**src/rtl/arith_sched_pkg.sv**
```systemverilog
// rtl/arith_sched_pkg.sv - shared types and constants for the arithmetic op scheduler
package arith_sched_pkg;

    localparam int W_DEFAULT = 3;

    localparam logic OP_ADD = 1'b0;
    localparam logic OP_MUL = 1'b1;

    typedef enum logic [1:0] {
        IDLE     = 2'd0,
        EXEC_ADD = 2'd1,
        EXEC_MUL = 2'd2,
        DONE     = 2'd3
    } state_t;

endpackage

```
**src/rtl/rr_arb2.sv**
```systemverilog
// rtl/rr_arb2.sv - two-way round-robin grant with a last-winner pointer
module rr_arb2 (
    input  logic       clk,
    input  logic       rst,
    input  logic [1:0] req,
    input  logic       update,
    output logic [1:0] grant
);

    // last_id names the requester that won most recently; reset to 1 so requester 0 wins first
    logic last_id;

    always_ff @(posedge clk or posedge rst) begin
        if (rst) begin
            last_id <= 1'b1;
        end else if (update) begin
            last_id <= grant[1];
        end
    end

    assign grant[0] = req[0] && (!req[1] || last_id);
    assign grant[1] = req[1] && (!req[0] || !last_id);

endmodule

```
**src/rtl/arith_op_scheduler.sv**
```systemverilog
// rtl/arith_op_scheduler.sv - shares one add/shift-add multiply unit between two requesters
module arith_op_scheduler
    import arith_sched_pkg::*;
#(
    parameter int W = W_DEFAULT
) (
    input  logic           clk,
    input  logic           rst,
    input  logic           req0_valid,
    output logic           req0_ready,
    input  logic           req0_op,
    input  logic [W-1:0]   req0_a,
    input  logic [W-1:0]   req0_b,
    input  logic           req1_valid,
    output logic           req1_ready,
    input  logic           req1_op,
    input  logic [W-1:0]   req1_a,
    input  logic [W-1:0]   req1_b,
    output logic           rsp_valid,
    input  logic           rsp_ready,
    output logic           rsp_id,
    output logic [2*W-1:0] rsp_data,
    output logic           busy
);

    localparam int CW = (W > 1) ? $clog2(W) : 1;

    state_t          state;
    logic [W-1:0]    a_q;
    logic [W-1:0]    b_q;
    logic            id_q;
    logic [2*W-1:0]  acc;
    logic [CW-1:0]   cnt;

    logic [1:0]      grant;
    logic            accept;
    logic            sel_id;
    logic            sel_op;
    logic [W-1:0]    sel_a;
    logic [W-1:0]    sel_b;
    logic [2*W-1:0]  partial;
    logic [2*W-1:0]  acc_next;
    logic [W:0]      sum;

    rr_arb2 u_arb (
        .clk    (clk),
        .rst    (rst),
        .req    ({req1_valid, req0_valid}),
        .update (accept),
        .grant  (grant)
    );

    assign req0_ready = (state == IDLE) && grant[0];
    assign req1_ready = (state == IDLE) && grant[1];
    assign accept     = (req0_valid && req0_ready) || (req1_valid && req1_ready);
    assign busy       = (state != IDLE);

    // grant is one-hot whenever accept is high, so grant[1] names the winner
    assign sel_id = grant[1];
    assign sel_op = sel_id ? req1_op : req0_op;
    assign sel_a  = sel_id ? req1_a  : req0_a;
    assign sel_b  = sel_id ? req1_b  : req0_b;

    always_comb begin
        partial = '0;
        if (a_q[cnt]) begin
            partial = {{W{1'b0}}, b_q} << cnt;
        end
        acc_next = acc + partial;
        sum      = {1'b0, a_q} + {1'b0, b_q};
    end

    always_ff @(posedge clk or posedge rst) begin
        if (rst) begin
            state     <= IDLE;
            a_q       <= '0;
            b_q       <= '0;
            id_q      <= 1'b0;
            acc       <= '0;
            cnt       <= '0;
            rsp_valid <= 1'b0;
            rsp_id    <= 1'b0;
            rsp_data  <= '0;
        end else begin
            case (state)
                IDLE: begin
                    if (accept) begin
                        a_q   <= sel_a;
                        b_q   <= sel_b;
                        id_q  <= sel_id;
                        acc   <= '0;
                        cnt   <= '0;
                        state <= (sel_op == OP_MUL) ? EXEC_MUL : EXEC_ADD;
                    end
                end
                EXEC_ADD: begin
                    rsp_data  <= {{(W-1){1'b0}}, sum};
                    rsp_id    <= id_q;
                    rsp_valid <= 1'b1;
                    state     <= DONE;
                end
                EXEC_MUL: begin
                    acc <= acc_next;
                    cnt <= cnt + CW'(1);
                    if (cnt == CW'(W - 1)) begin
                        rsp_data  <= acc_next;
                        rsp_id    <= id_q;
                        rsp_valid <= 1'b1;
                        state     <= DONE;
                    end
                end
                DONE: begin
                    if (rsp_ready) begin
                        rsp_valid <= 1'b0;
                        state     <= IDLE;
                    end
                end
                default: state <= IDLE;
            endcase
        end
    end

endmodule

```
**config.mk**
```make
export PLATFORM = sky130hd
export DESIGN_NAME = arith_op_scheduler
export DESIGN_NICKNAME = d
export VERILOG_FILES = /design/src/rtl/arith_sched_pkg.sv /design/src/rtl/rr_arb2.sv /design/src/rtl/arith_op_scheduler.sv
export SDC_FILE = /design/constraint.sdc
export NUM_CORES = 1
export LEC_CHECK = 0
export ABC_AREA = 1
export BUFFER_PORTS_ARGS = -buffer_cell sky130_fd_sc_hd__buf_2
export CAP_MARGIN = 20
export CORE_MARGIN = 5
export CORE_UTILIZATION = 60
export DETAILED_ROUTE_END_ITERATION = 6
export PLACE_DENSITY = 0.93
export SLEW_MARGIN = 20
export SYNTH_ARGS = -nofsm -noshare
export SYNTH_HDL_FRONTEND = slang
export SYNTH_SLANG_ARGS = --single-unit
```
**constraint.sdc**
```tcl
create_clock -name clk -period 4.6 [get_ports clk]
set_clock_uncertainty 0.2 [all_clocks]
set_input_delay 0.69 -clock clk [delete_from_list [all_inputs] [get_ports clk]]
set_output_delay 0.69 -clock clk [all_outputs]
set_load 0.01 [all_outputs]
```
After elaboration in Yosys (flattened, before gate mapping)
Cells that the tools add are included.
{"block": "classes", "shift": 1, "mux": 22, "n_addsub": 3, "magnitude_cmp": 1, "n_eq_ne": 7, "n_reduce_logical": 22}
{"operator": "6-bit case mux with 2 select lines", "count": 2}
{"operator": "6-bit 2-to-1 mux", "count": 3}
{"operator": "2-bit 2-to-1 mux", "count": 5}
{"operator": "2-bit case mux with 4 select lines", "count": 1}
{"operator": "6-bit adder", "count": 1}
{"operator": "2-bit == test (second input constant)", "count": 3}
{"operator": "1-bit logical AND", "count": 6}
{"operator": "3-bit 2-to-1 mux", "count": 2}
{"operator": "2-bit != test (second input constant)", "count": 3}
{"operator": "2-bit AND reduction", "count": 3}
{"operator": "3-bit AND reduction", "count": 2}
{"operator": "2-bit nonzero test", "count": 3}
{"operator": "3-bit by 2-bit left shift with 6-bit output", "count": 1}
{"operator": "1-bit 2-to-1 mux", "count": 5}
{"operator": "3-bit by 3-bit adder with 4-bit output", "count": 1}
{"operator": "2-bit case mux with 2 select lines", "count": 1}
{"operator": "1-bit zero test", "count": 3}
{"operator": "1-bit logical OR", "count": 3}
{"operator": "2-bit by 3-bit < comparator with 1-bit output (second input constant)", "count": 1}
{"operator": "1-bit case mux with 3 select lines", "count": 1}
{"operator": "3-bit nonzero test", "count": 1}
{"operator": "2-bit by 1-bit adder with 2-bit output (second input constant)", "count": 1}
{"operator": "1-bit binary-select mux with 2-bit select", "count": 1}
{"operator": "2-bit by 1-bit == test with 1-bit output (second input constant)", "count": 1}
{"operator": "2 further kinds", "count": 2}
{"block": "totals", "out_inout_bits": 11, "in_bits": 19, "word_cells": 66, "ff_bits": 26}

Logic depth before layout (Yosys ltp)
Gate-level depths: netlist of run 1.
{"block": "depth", "depth_word": 8, "depth_mapped": 14, "depth_no_buf": 14}

Modules after synthesis
A second synthesis of run 1 with hierarchy kept.
{"block": "unflattened", "hier_cells": 222, "hier_area_um2": 1677.9}
{"mod": "arith_op_scheduler", "instances": 1, "area_each_um2": 1610.3, "cells_each": 212}
{"mod": "rr_arb2", "instances": 1, "area_each_um2": 67.6, "cells_each": 10}

Worst setup path after synthesis of run 1
No wires, ideal clock.
{"block": "synth_timing", "path_kind": "register to register", "from": "register cnt[0]", "to": "register acc[4]", "path_slack_ps": 2530, "arrival_time_ps": 1805, "setup_ps": 65, "path_stages_with_launch": 10, "t_required_ps": 4335, "cell_sequence": "dfrtp_1 -> o21ai_0 -> nor2_1 -> ha_1 -> fa_1 -> nand2_1 -> a21oi_1 -> o21ai_0 -> nand4_1 -> nand2_1"}
{"block": "synth_via", "elab_chain_len": 5, "elab_cells_between_ends": 6, "classes_between": "add/sub (1); shift (1); mux (4)"}
{"element": "from (decl)", "line_no": "arith_op_scheduler.sv:33", "source": "logic [CW-1:0] cnt;"}
{"element": "from (signal assigned)", "line_no": "arith_op_scheduler.sv:104", "source": "cnt <= cnt + CW'(1);"}
{"element": "1-bit binary-select mux with 2-bit select", "line_no": "arith_op_scheduler.sv:66", "source": "if (a_q[cnt]) begin"}
{"element": "1-bit 2-to-1 mux (not written as such)", "line_no": "arith_op_scheduler.sv:66"}
{"element": "6-bit 2-to-1 mux (*)", "line_no": "arith_op_scheduler.sv:66"}
{"element": "6-bit adder (*)", "line_no": "arith_op_scheduler.sv:69", "source": "acc_next = acc + partial;"}
{"element": "6-bit case mux with 2 select lines (*)", "line_no": "arith_op_scheduler.sv:85", "source": "case (state)"}
{"element": "to (signal assigned)", "line_no": "arith_op_scheduler.sv:103", "source": "acc <= acc_next;"}
{"element": "to (decl)", "line_no": "arith_op_scheduler.sv:32", "source": "logic [2*W-1:0] acc;"}
Mark *: on every way between the ends. The rest lies on a longest branch, timed or not. The select of a mux whose other input is x is not followed.
A chain may end at the register's enable or synchronous reset.

Final worst setup path of run 1
{"block": "layout_timing", "from": "register state[0]", "to": "output req0_ready"}
{"block": "layout_via", "elab_chain_len": 2}
{"element": "from (decl)", "line_no": "arith_op_scheduler.sv:28", "source": "state_t state;"}
{"element": "from (signal assigned)", "line_no": "arith_op_scheduler.sv:93", "source": "state <= (sel_op == OP_MUL) ? EXEC_MUL : EXEC_ADD;"}
{"element": "2-bit zero test", "line_no": "arith_op_scheduler.sv:53", "source": "assign req0_ready = (state == IDLE) && grant[0];"}
{"element": "1-bit logical AND", "line_no": "arith_op_scheduler.sv:53"}
{"element": "to (decl)", "line_no": "arith_op_scheduler.sv:10", "source": "output logic req0_ready,"}
No other way between the ends.

==> out/summary.md, run 1 <==
### Yosys
- **number of standard cells after synthesis** 209
- **commonest cells in the synthesized netlist** nand2_1, dfrtp_1, inv_1
- **leading cell type by number of instances after synthesis** nand2_1
- **average instance area after synthesis** 8.17 µm²
- **most area-hungry cell type in the Yosys netlist** dfrtp_1
- **Syn Std Cell Area** 1710 µm²
- **synth warn** 0
- **flip-flop and latch count after synthesis** 26
- **count of flip-flops with a built-in enable after synthesis** 0
- **area fraction of the dominant cell type after synthesis** 0.366
- **Area contributors post-synth** dfrtp_1, nand2_1, ha_1, inv_1, nand3_1
- **most common flop cell mapped by yosys** dfrtp_1
- **sequential share of the synthesized area** 0.382
- **Syn Nets** 243
- **Unique masters post-synth** 28
- **Post-synth ARST share** 1.00

### Clock network
- **Gates resized, CTS repair** 0
- **clock latency at the later pin of the worst-skew pair** 0.32 ns
- **clk root buf** clkbuf_4
- **clock sink total** 26
- **TritonCTS clock tree** yes
- **cts bufs inserted** 3
- **deepest level of the CTS H-tree** 1
- **hold buffers post-CTS** 0
- **buffer count from post-CTS setup fixing** 0
- **Reg clk slew, reported paths** 0.14 ns
- **maximum number of buffers from clock root to sink** 2

### Global routing
- **via count of the first global-routing pass** 1441
- **antenna violations before repair** 0
- **global routing usage summed across all routing layers** 0.186
- **pin count of the biggest net entering global routing** 27
- **sum of overflow across all layers after global routing** 0
- **wire length of the first global-routing pass** 6230 µm

### Layout
- **number of antenna diodes** 0
- **summed area of non-filler cells in the final layout** 1940 µm²
- **Final #Nets** 275
- **Area growth syn-to-layout** 13.5%
- **filler cell count in the final layout** 227
- **post-route insts no fill** 271
- **ratio of cells with drive above 1 in the final layout** 0.225

### Timing
- **final slew viol count** 0
- **worst setup slack after layout** 2.08 ns
- **final cycle utilization of the critical path** 0.548
- **unrepaired setup endpoints after global routing** no
- **maximum clock rate** 0.397 GHz
- **relative max-transition margin** 0.728
- **final worst hold slack** 0.132 ns
- **Final TNS setup** 0 ns
- **Worst Tran Pin Value** 0.408 ns
- **final-report setup violation count** 0
- **final critical delay including setup and external delays** 2.52 ns
- **number of endpoints with negative hold slack in the final report** 0

### Critical path
- **Worst path slowest cell** dfrtp_1
- **largest incremental delay on the critical path** 0.40 ns
- **critical path's most frequent cell** inv_1
- **crit-path cells** inv_1, ha_1, nand3_4, inv_1, buf_2
- **largest delay contributor family on the critical path** flip-flops
- **Critical Path End Type** primary output
- **worst path required time** 3.71 ns
- **WS Path Type** register to primary output
- **Worst setup SP type** register
- **CP Data Arrival Time** 1.63 ns
- **CP max FO** 5
- **Buf/Inv on CP** 3

### Detailed routing
- **total length of routed wires** 3490 µm
- **post-DR vias/cell** 5.50
- **via total after detailed routing** 1490
- **Avg WL per Cell** 12.9 µm
- **count of antenna-violating nets left after detailed routing** 0
- **count of TritonRoute iterations in the first routing pass** 4
- **First DRT Iteration DRCs** 102
- **Remaining DRCs** 0

### Min path
- **worst hold path type** input port to asynchronous set/reset pin

### Floorplan
- **Die Outline Area** 4010 µm²
- **Core Box Area** 2730 µm²
- **standard-cell rows** 19
- **effective utilization at floorplan** 0.625
- **die extent in y** 63.4 µm
- **number of top-level design ports** 30
- **die boundary width** 63.4 µm

### Placed design
- **placed inst area** 1860 µm²
- **cell total after placement** 266
- **PortBufs** 29
- **pre-CTS worst setup slack** 2.33 ns
- **dpl hpwl** 2840 µm
- **routability cong.** 0.937

### Pwr
- **peak supply drop** 589 µV
- **leakage power figure** 1.05 nW
- **total power density per cell area** 748 nW/µm²

### Outcome
- **status** finished, final reports clean

### Job
- **number of maximum-capacitance constraint violations** 0

## metal layers
layer,global-route usage,routed length (µm),vias up
li1,-,-,756
met1,0.231,1410,677
met2,0.329,1810,49
met3,0.0266,211,8
met4,0.0571,50,0
met5,0,0,-
## cell type report
class / instances / area [µm²] / share of cell area
timing repair buffer: 30 / 173 / 0.0891
sequential: 26 / 652 / 0.336
clock buffer: 3 / 22.5 / 0.0116
clock inverter: 1 / 30.0 / 0.0155
tap: 31 / 38.8 / 0.0200
inverter: 29 / 116 / 0.0600
multi-input combinational: 151 / 906 / 0.467
## state kept, by name (all words and copies together), names as in the netlist
name           cells
a_q                3
acc                6
b_q                3
cnt                2
id_q               1
rsp_data           6
rsp_id             1
rsp_valid          1
state              2
u_arb.last_id      1
## path summary, 6_finish.rpt
check | end | slack [ns] | start | cells past startpoint
setup / recovery | req0_ready | 2.08 | state[0] | 5
hold / removal | rsp_data[1] | 0.13 | rst | 2
setup reg to reg | acc[4] | 2.29 | cnt[0] | 9
hold reg to reg | rsp_data[4] | 0.30 | rsp_data[4] | 2
max in group asynchronous | u_arb.last_id | 3.57 | rst | 3
min in group clk | rsp_data[4] | 0.30 | rsp_data[4] | 2
## cells by family after synthesis
kind of cell             after synthesis  synth area share
flip-flops                            26             0.382
AO/OA/AOI/OAI                         38             0.134
adder cells (fa/ha/maj)               15             0.119
XOR/XNOR                               1           0.00513
AND/OR/NAND/NOR                       97             0.273
buffers and inverters                 32            0.0879
## cells in the final DEF, fill, tap and decap left out
cell       count
buf_16         1
nand3_4        2
clkbuf_4       3
xnor2_1        1
o211ai_2       1
bufinv_16      1
dfstp_2        1
o31ai_1        1
o21ai_2        4
buf_2         29
nand3_1       16
inv_4          3
ha_1          13
a31oi_1        8
o21ai_1        3
nand2_1       54
nand4_1        5
nor2_1        12
dfrtp_1       25
o22ai_1        1
nand2_2        1
nor2_2         1
fa_1           2
or2_4          1
nand2_4        4
inv_1         24
nor3_1         1
o211ai_1       1
o21ai_0       12
inv_2          2
a21oi_1        7
## through the flow
stage	util	total power, mW
detailed placement	0.680	1.29
global placement	0.680	1.25
floorplan	-	1.09
CTS	0.699	1.45
global route	0.709	1.60
finish	0.709	1.45
## where the power goes
part	internal [mW]	switching, mW
Clock	0.0881	0.0679
Sequential	0.335	0.0746
Combinational	0.326	0.558
Note: power is estimated with default switching activity, not from simulation.
==> inputs of run 2 (changes only) <==
--- a/config.mk
+++ b/config.mk
@@ -9,9 +9,9 @@
 export BUFFER_PORTS_ARGS = -buffer_cell sky130_fd_sc_hd__buf_2
 export CAP_MARGIN = 20
 export CORE_MARGIN = 5
-export CORE_UTILIZATION = 60
+export CORE_UTILIZATION = 50
 export DETAILED_ROUTE_END_ITERATION = 6
-export PLACE_DENSITY = 0.93
+export PLACE_DENSITY = 0.83
 export SLEW_MARGIN = 20
 export SYNTH_ARGS = -nofsm -noshare
 export SYNTH_HDL_FRONTEND = slang
==> constraint.sdc (replaced) <==
create_clock -name clk -period 2.1 [get_ports clk]
set_clock_uncertainty 0.2 [all_clocks]
set_input_delay 0.315 -clock clk [delete_from_list [all_inputs] [get_ports clk]]
set_output_delay 0.315 -clock clk [all_outputs]
set_load 0.01 [all_outputs]
==> run 2 against run 1 <==
The run now ends with setup timing left. Critical endpoint is now acc[3]. Largest power group unchanged. Highest routed layer unchanged. Sequential cell count unchanged. Final area increased by 11%. Sequential power increased by 130%. Combinational power increased to 2.8 times the previous value. Largest cell class unchanged.
==> out/summary.md, run 2 (same netlist as run 1, synthesis figures left out) <==
### Outcome
- **status** finished with violations, was finished, final reports clean
- **violated checks** setup timing

### Floorplan
- **Core Box Area** 3310 µm², was 2730 µm²
- **die boundary width** 68.4 µm, was 63.4 µm
- **die extent in y** 68.4 µm, was 63.4 µm
- **Die Outline Area** 4680 µm², was 4010 µm²
- **standard-cell rows** 21, was 19
- **effective utilization at floorplan** 0.516, was 0.625
- **number of top-level design ports** 30, unchanged

### Pwr
- **total power density per cell area** 1710 nW/µm², was 748 nW/µm²
- **leakage power figure** 1.10 nW, was 1.05 nW
- **peak supply drop** 834 µV, was 589 µV

### Detailed routing
- **Remaining DRCs** 0, unchanged
- **First DRT Iteration DRCs** 105, was 102
- **total length of routed wires** 4110 µm, was 3490 µm
- **count of TritonRoute iterations in the first routing pass** 4, unchanged
- **Avg WL per Cell** 13.7 µm, was 12.9 µm
- **post-DR vias/cell** 5.27, was 5.50
- **via total after detailed routing** 1582, was 1490
- **count of antenna-violating nets left after detailed routing** 0, unchanged

### Global routing
- **global routing usage summed across all routing layers** 0.178, was 0.186
- **wire length of the first global-routing pass** 6380 µm, was 6230 µm
- **antenna violations before repair** 0, unchanged
- **pin count of the biggest net entering global routing** 27, unchanged
- **via count of the first global-routing pass** 1519, was 1441
- **sum of overflow across all layers after global routing** 0, unchanged

### Layout
- **ratio of cells with drive above 1 in the final layout** 0.354, was 0.225
- **biggest registers after layout** acc: 6 flops, rsp_data: 6 flops, unchanged
- **commonest cells after routing, fill and taps aside** nand2_1, buf_2, dfrtp_1, unchanged
- **summed area of non-filler cells in the final layout** 2150 µm², was 1940 µm²
- **filler cell count in the final layout** 298, was 227
- **Final #Nets** 289, was 275
- **number of antenna diodes** 0, unchanged
- **most common cell after layout, fill and taps aside** nand2_1, unchanged
- **Area growth syn-to-layout** 25.6%, was 13.5%
- **post-route insts no fill** 300, was 271
- **sequential cell area in the final layout** 653 µm², was 652 µm²
- **area taken by multi-input logic gates** 1020 µm², was 906 µm²

### Clock network
- **cts bufs inserted** 3, unchanged
- **clock latency at the later pin of the worst-skew pair** 0.33 ns, was 0.32 ns
- **clk root buf** clkbuf_4, unchanged
- **maximum number of buffers from clock root to sink** 2, unchanged
- **clock sink total** 26, unchanged
- **deepest level of the CTS H-tree** 1, unchanged
- **Reg clk slew, reported paths** 0.15 ns, was 0.14 ns
- **TritonCTS clock tree** yes, unchanged

### Critical path
- **worst path required time** 2.16 ns, was 3.71 ns
- **WS Path Type** register to register, was register to primary output
- **Worst setup SP type** register, unchanged
- **CP Data Arrival Time** 2.20 ns, was 1.63 ns
- **CP max FO** 6, was 5
- **Critical Path End Type** register, was primary output

### Placed design
- **PortBufs** 29, unchanged
- **dpl hpwl** 2860 µm, was 2840 µm
- **routability cong.** 0.946, was 0.937
- **cell total after placement** 288, was 266
- **placed inst area** 1930 µm², was 1860 µm²

### Timing
- **final critical delay including setup and external delays** 2.14 ns
- **final cycle utilization of the critical path** 1.02
- **relative max-transition margin** 0.751, was 0.728
- **Worst Tran Pin Value** 0.373 ns, was 0.408 ns
- **unrepaired setup endpoints after global routing** yes, was no
- **final slew viol count** 0, unchanged
- **worst setup slack after layout** -0.0362 ns, was 2.08 ns
- **number of endpoints with negative hold slack in the final report** 0, unchanged
- **maximum clock rate** 0.468 GHz
- **final-report setup violation count** 3, was 0

### Min path
- **worst hold path type** input port to register, was input port to asynchronous set/reset pin

### Job
- **number of maximum-capacitance constraint violations** 0, unchanged

## run 2: timing repair
action,4_1_cts,5_1_grt
hold buffers,1,0
setup buffers,2,5
endpoints found under the setup margin,11,11
cloned,0,0
resized for setup,6,30
endpoints found under the hold margin,25,0
pin swaps,1,8
## run 2: critical path, stage by stage (launching register included)
cell	delay, ns
dfrtp_2	0.52
buf_6	0.15
o31ai_4	0.25
nand3_1	0.12
inv_2	0.08
ha_4	0.21
nand2_2	0.06
nand2_2	0.05
inv_2	0.07
nand2_1	0.05
nand2_1	0.08
nand3_2	0.09
o21ai_2	0.14
## run 2: final cells by class
| cell class | count | share of cell area |
|---|---|---|
| timing repair buffer | 44 | 0.123 |
| multi-input combinational | 151 | 0.473 |
| tap | 46 | 0.0268 |
| sequential | 26 | 0.304 |
| inverter | 29 | 0.0554 |
| clock buffer | 4 | 0.0169 |
## run 2: final timing paths
kind	startpoint	endpoint	slack (ns)	cells past startpoint
max	cnt[0]	acc[3]	-0.04	12
min	req0_a[2]	a_q[2]	0.02	3
max reg2reg	cnt[0]	acc[3]	-0.04	12
min reg2reg	rsp_data[5]	rsp_data[5]	0.30	2
max in group asynchronous	rst	u_arb.last_id	1.01	4
min in group asynchronous	rst	rsp_data[4]	0.38	4
## run 2: report_power, final
part	switching [mW]	leakage, nW	internal (mW)
sequential	0.201	0.318	0.734
clock	0.155	0.0210	0.106
combinational	1.46	0.763	1.01
total	1.82	1.10	1.85
## run 2: routing by layer
metal  GRT usage  share of wire  vias up
met5           0              0        -
met4      0.0819          0.019        0
met3      0.0246          0.046       10
met2       0.311           0.51       57
met1       0.215           0.42      730
li1            -              -      785
## run 2: through the flow
step	hold WS [ns]	setup TNS, ns	util	setup WS (ns)	total power, mW
2_1_floorplan	0.154	0	-	0.0303	2.39
3_3_place_gp	0.180	-0.0179	0.583	-0.00936	2.83
3_5_place_dp	0.200	-0.429	0.583	-0.0933	2.91
4_1_cts	0.0198	0	0.604	0.00736	3.23
5_1_grt	0.0218	-0.901	0.648	-0.146	4.00
6_report	0.0243	-0.0676	0.648	-0.0362	3.67
==> inputs of run 3 (changes only) <==
--- a/config.mk
+++ b/config.mk
@@ -8,9 +8,11 @@
 export ABC_AREA = 1
 export BUFFER_PORTS_ARGS = -buffer_cell sky130_fd_sc_hd__buf_2
 export CAP_MARGIN = 20
+export CORE_ASPECT_RATIO = 2
 export CORE_MARGIN = 5
 export CORE_UTILIZATION = 50
 export DETAILED_ROUTE_END_ITERATION = 6
+export HOLD_SLACK_MARGIN = 0.02
 export PLACE_DENSITY = 0.83
 export SLEW_MARGIN = 20
 export SYNTH_ARGS = -nofsm -noshare
==> run 3 against run 2 <==
The flow still finishes with violations (setup timing). Critical path type unchanged. Sequential cell count did not move. Die area is 1.5% higher. Via count increased by 1.6%. Highest routed layer unchanged.
==> out/summary.md, run 3 (same netlist as run 1, synthesis figures left out) <==
### Timing
- **maximum clock rate** 0.457 GHz, was 0.468 GHz
- **unrepaired setup endpoints after global routing** yes, unchanged
- **relative max-transition margin** 0.734, was 0.751
- **worst setup slack after layout** -0.0878 ns, was -0.0362 ns
- **Worst Tran Pin Value** 0.398 ns, was 0.373 ns
- **final cycle utilization of the critical path** 1.04, was 1.02
- **final slew viol count** 0, unchanged
- **final critical delay including setup and external delays** 2.19 ns, was 2.14 ns
- **final-report setup violation count** 8, was 3
- **number of endpoints with negative hold slack in the final report** 0, unchanged

### Placed design
- **cell total after placement** 278, was 288
- **dpl hpwl** 3250 µm, was 2860 µm
- **pre-CTS worst setup slack** -0.0939 ns, was -0.0933 ns
- **PortBufs** 29, unchanged
- **routability cong.** 0.945, was 0.946

### Floorplan
- **die boundary width** 51.3 µm, was 68.4 µm
- **die extent in y** 92.7 µm, was 68.4 µm
- **standard-cell rows** 30, was 21
- **Core Box Area** 3340 µm², was 3310 µm²
- **effective utilization at floorplan** 0.511, was 0.516
- **number of top-level design ports** 30, unchanged
- **Die Outline Area** 4760 µm², was 4680 µm²

### Layout
- **ratio of cells with drive above 1 in the final layout** 0.390, was 0.354
- **most common cell after layout, fill and taps aside** nand2_1, unchanged
- **biggest registers after layout** acc: 6 flops, rsp_data: 6 flops, unchanged
- **post-route insts no fill** 286, was 300
- **number of antenna diodes** 0, unchanged
- **commonest cells after routing, fill and taps aside** nand2_1, buf_2, dfrtp_1, unchanged
- **filler cell count in the final layout** 277, was 298
- **Area growth syn-to-layout** 29.2%, was 25.6%
- **Final #Nets** 289, unchanged

### Pwr
- **switching part of the total** 0.484, was 0.495
- **total power density per cell area** 1800 nW/µm², was 1710 nW/µm²
- **Logic pwr share** 0.654, was 0.674
- **Design Power** 3.98 mW, was 3.67 mW
- **peak supply drop** 1050 µV, was 834 µV
- **switching power of the nets** 1.93 mW, was 1.82 mW
- **leakage power figure** 1.13 nW, was 1.10 nW
- **internal power** 2.05 mW, was 1.85 mW
- **power share of the clock group** 0.107, was 0.071
- **portion of total power attributed to sequential cells** 0.238, was 0.255

### Critical path
- **worst path required time** 2.12 ns, was 2.16 ns
- **CP Data Arrival Time** 2.21 ns, was 2.20 ns
- **critical path's most frequent cell** nand2_1
- **WS Path Type** register to register, unchanged
- **largest incremental delay on the critical path** 0.42 ns, was 0.52 ns
- **largest delay contributor family on the critical path** simple AND/OR/NAND/NOR gates, was flip-flops
- **CP max FO** 6, unchanged
- **Critical Path End Type** register, unchanged
- **Worst path slowest cell** dfrtp_1, was dfrtp_2
- **Buf/Inv on CP** 3, unchanged
- **Worst setup SP type** register, unchanged
- **crit-path cells** inv_1, o31ai_2, nand3_1, inv_2, ha_4, nand2_1, nand2_1, inv_1, nand2_1, nand2_1, nand3_2, o21ai_2, was buf_6, o31ai_4, nand3_1, inv_2, ha_4, nand2_2, nand2_2, inv_2, nand2_1, nand2_1, nand3_2, o21ai_2

### Outcome
- **status** finished with violations, unchanged
- **violated checks** setup timing, unchanged

### Global routing
- **pin count of the biggest net entering global routing** 16, was 27
- **wire length of the first global-routing pass** 7230 µm, was 6380 µm
- **antenna violations before repair** 0, unchanged
- **sum of overflow across all layers after global routing** 0, unchanged
- **via count of the first global-routing pass** 1682, was 1519
- **global routing usage summed across all routing layers** 0.200, was 0.178

### Detailed routing
- **count of antenna-violating nets left after detailed routing** 0, unchanged
- **Avg WL per Cell** 16.0 µm, was 13.7 µm
- **post-DR vias/cell** 5.62, was 5.27
- **Remaining DRCs** 0, unchanged
- **via total after detailed routing** 1607, was 1582
- **count of TritonRoute iterations in the first routing pass** 4, unchanged
- **First DRT Iteration DRCs** 69, was 105
- **total length of routed wires** 4570 µm, was 4110 µm

### Min path
- **worst hold path type** input port to register, unchanged

### Clock network
- **cts bufs inserted** 3, unchanged
- **clock latency at the later pin of the worst-skew pair** 0.28 ns, was 0.33 ns
- **clock sink total** 26, unchanged
- **maximum number of buffers from clock root to sink** 2, unchanged
- **Reg clk slew, reported paths** 0.09 ns, was 0.15 ns
- **deepest level of the CTS H-tree** 1, unchanged
- **clk root buf** clkbuf_8, was clkbuf_4
- **TritonCTS clock tree** yes, unchanged

### Job
- **number of maximum-capacitance constraint violations** 0, unchanged

[run 3: changes by cell type in the layout (fill, tap and decap cells not counted), sizes merged]
cell / change
clkbuf: -1
bufinv: +1
[run 3: tightest hold or removal path, delay by kind of cell]
family	cells	cell delay, ns
AO/OA/AOI/OAI	1	0.07
AND/OR/NAND/NOR	1	0.05
buffers and inverters	1	0.09
[run 3: layout make-up]
class | instances | area (µm²) | share of cell area
Sequential cell | 26 | 653 | 0.296
Timing Repair Buffer | 44 | 268 | 0.121
Inverter | 29 | 119 | 0.0539
Tap cell | 32 | 40.0 | 0.0181
Multi-Input combinational cell | 151 | 1060 | 0.478
Clock inverter | 1 | 30.0 | 0.0136
Clock buffer | 3 | 41.3 | 0.0187
[run 3: through the flow]
step | setup TNS (ns) | utilization | area [µm²] | hold WS [ns]
3_3_place_gp | -0.142 | 0.581 | 1940 | 0.100
2_1_floorplan | 0 | - | 1710 | 0.154
5_1_grt | -1.44 | 0.661 | 2210 | 0.103
4_1_cts | -0.0500 | 0.615 | 2060 | 0.0961
3_5_place_dp | -0.474 | 0.581 | 1940 | 0.114
6_report | -0.473 | 0.661 | 2210 | 0.0855
[run 3: worst paths after layout]
kind	startpoint	to	slack, ns	cells after the start
worst max-delay path	cnt[1]	acc[3]	-0.09	12
worst min-delay path	req0_b[2]	b_q[2]	0.09	3
worst max register to register	cnt[1]	acc[3]	-0.09	12
worst min register to register	rsp_data[5]	rsp_data[5]	0.29	2
max in group asynchronous	rst	cnt[0]	0.82	4
min in group asynchronous	rst	state[1]	0.38	3
[run 3: metal layers]
layer  up-vias  routed length (µm)  global-route usage
li1        783                   -                   -
met1       751                1540               0.183
met2        54                2670               0.390
met3        19                 151              0.0193
met4         0                 208               0.129
met5         -                   0                   0
[run 3: power groups by stage]
stage / combinational [mW] / clock, mW / sequential, mW
2_1_floorplan: 1.48 / 0 / 0.902
3_3_place_gp: 2.05 / 0 / 0.892
3_5_place_dp: 2.10 / 0 / 0.902
4_1_cts: 2.24 / 0.418 / 0.904
5_1_grt: 2.90 / 0.438 / 0.968
6_report: 2.60 / 0.428 / 0.948
[run 3: timing repair]
item | in CTS | in global routing
hold endpoints to repair | 8 | 0
setup buffers | 0 | 3
endpoints found under the setup margin | 11 | 10
gates resized for setup | 11 | 34
pin swaps | 6 | 9
hold buffers | 1 | 0
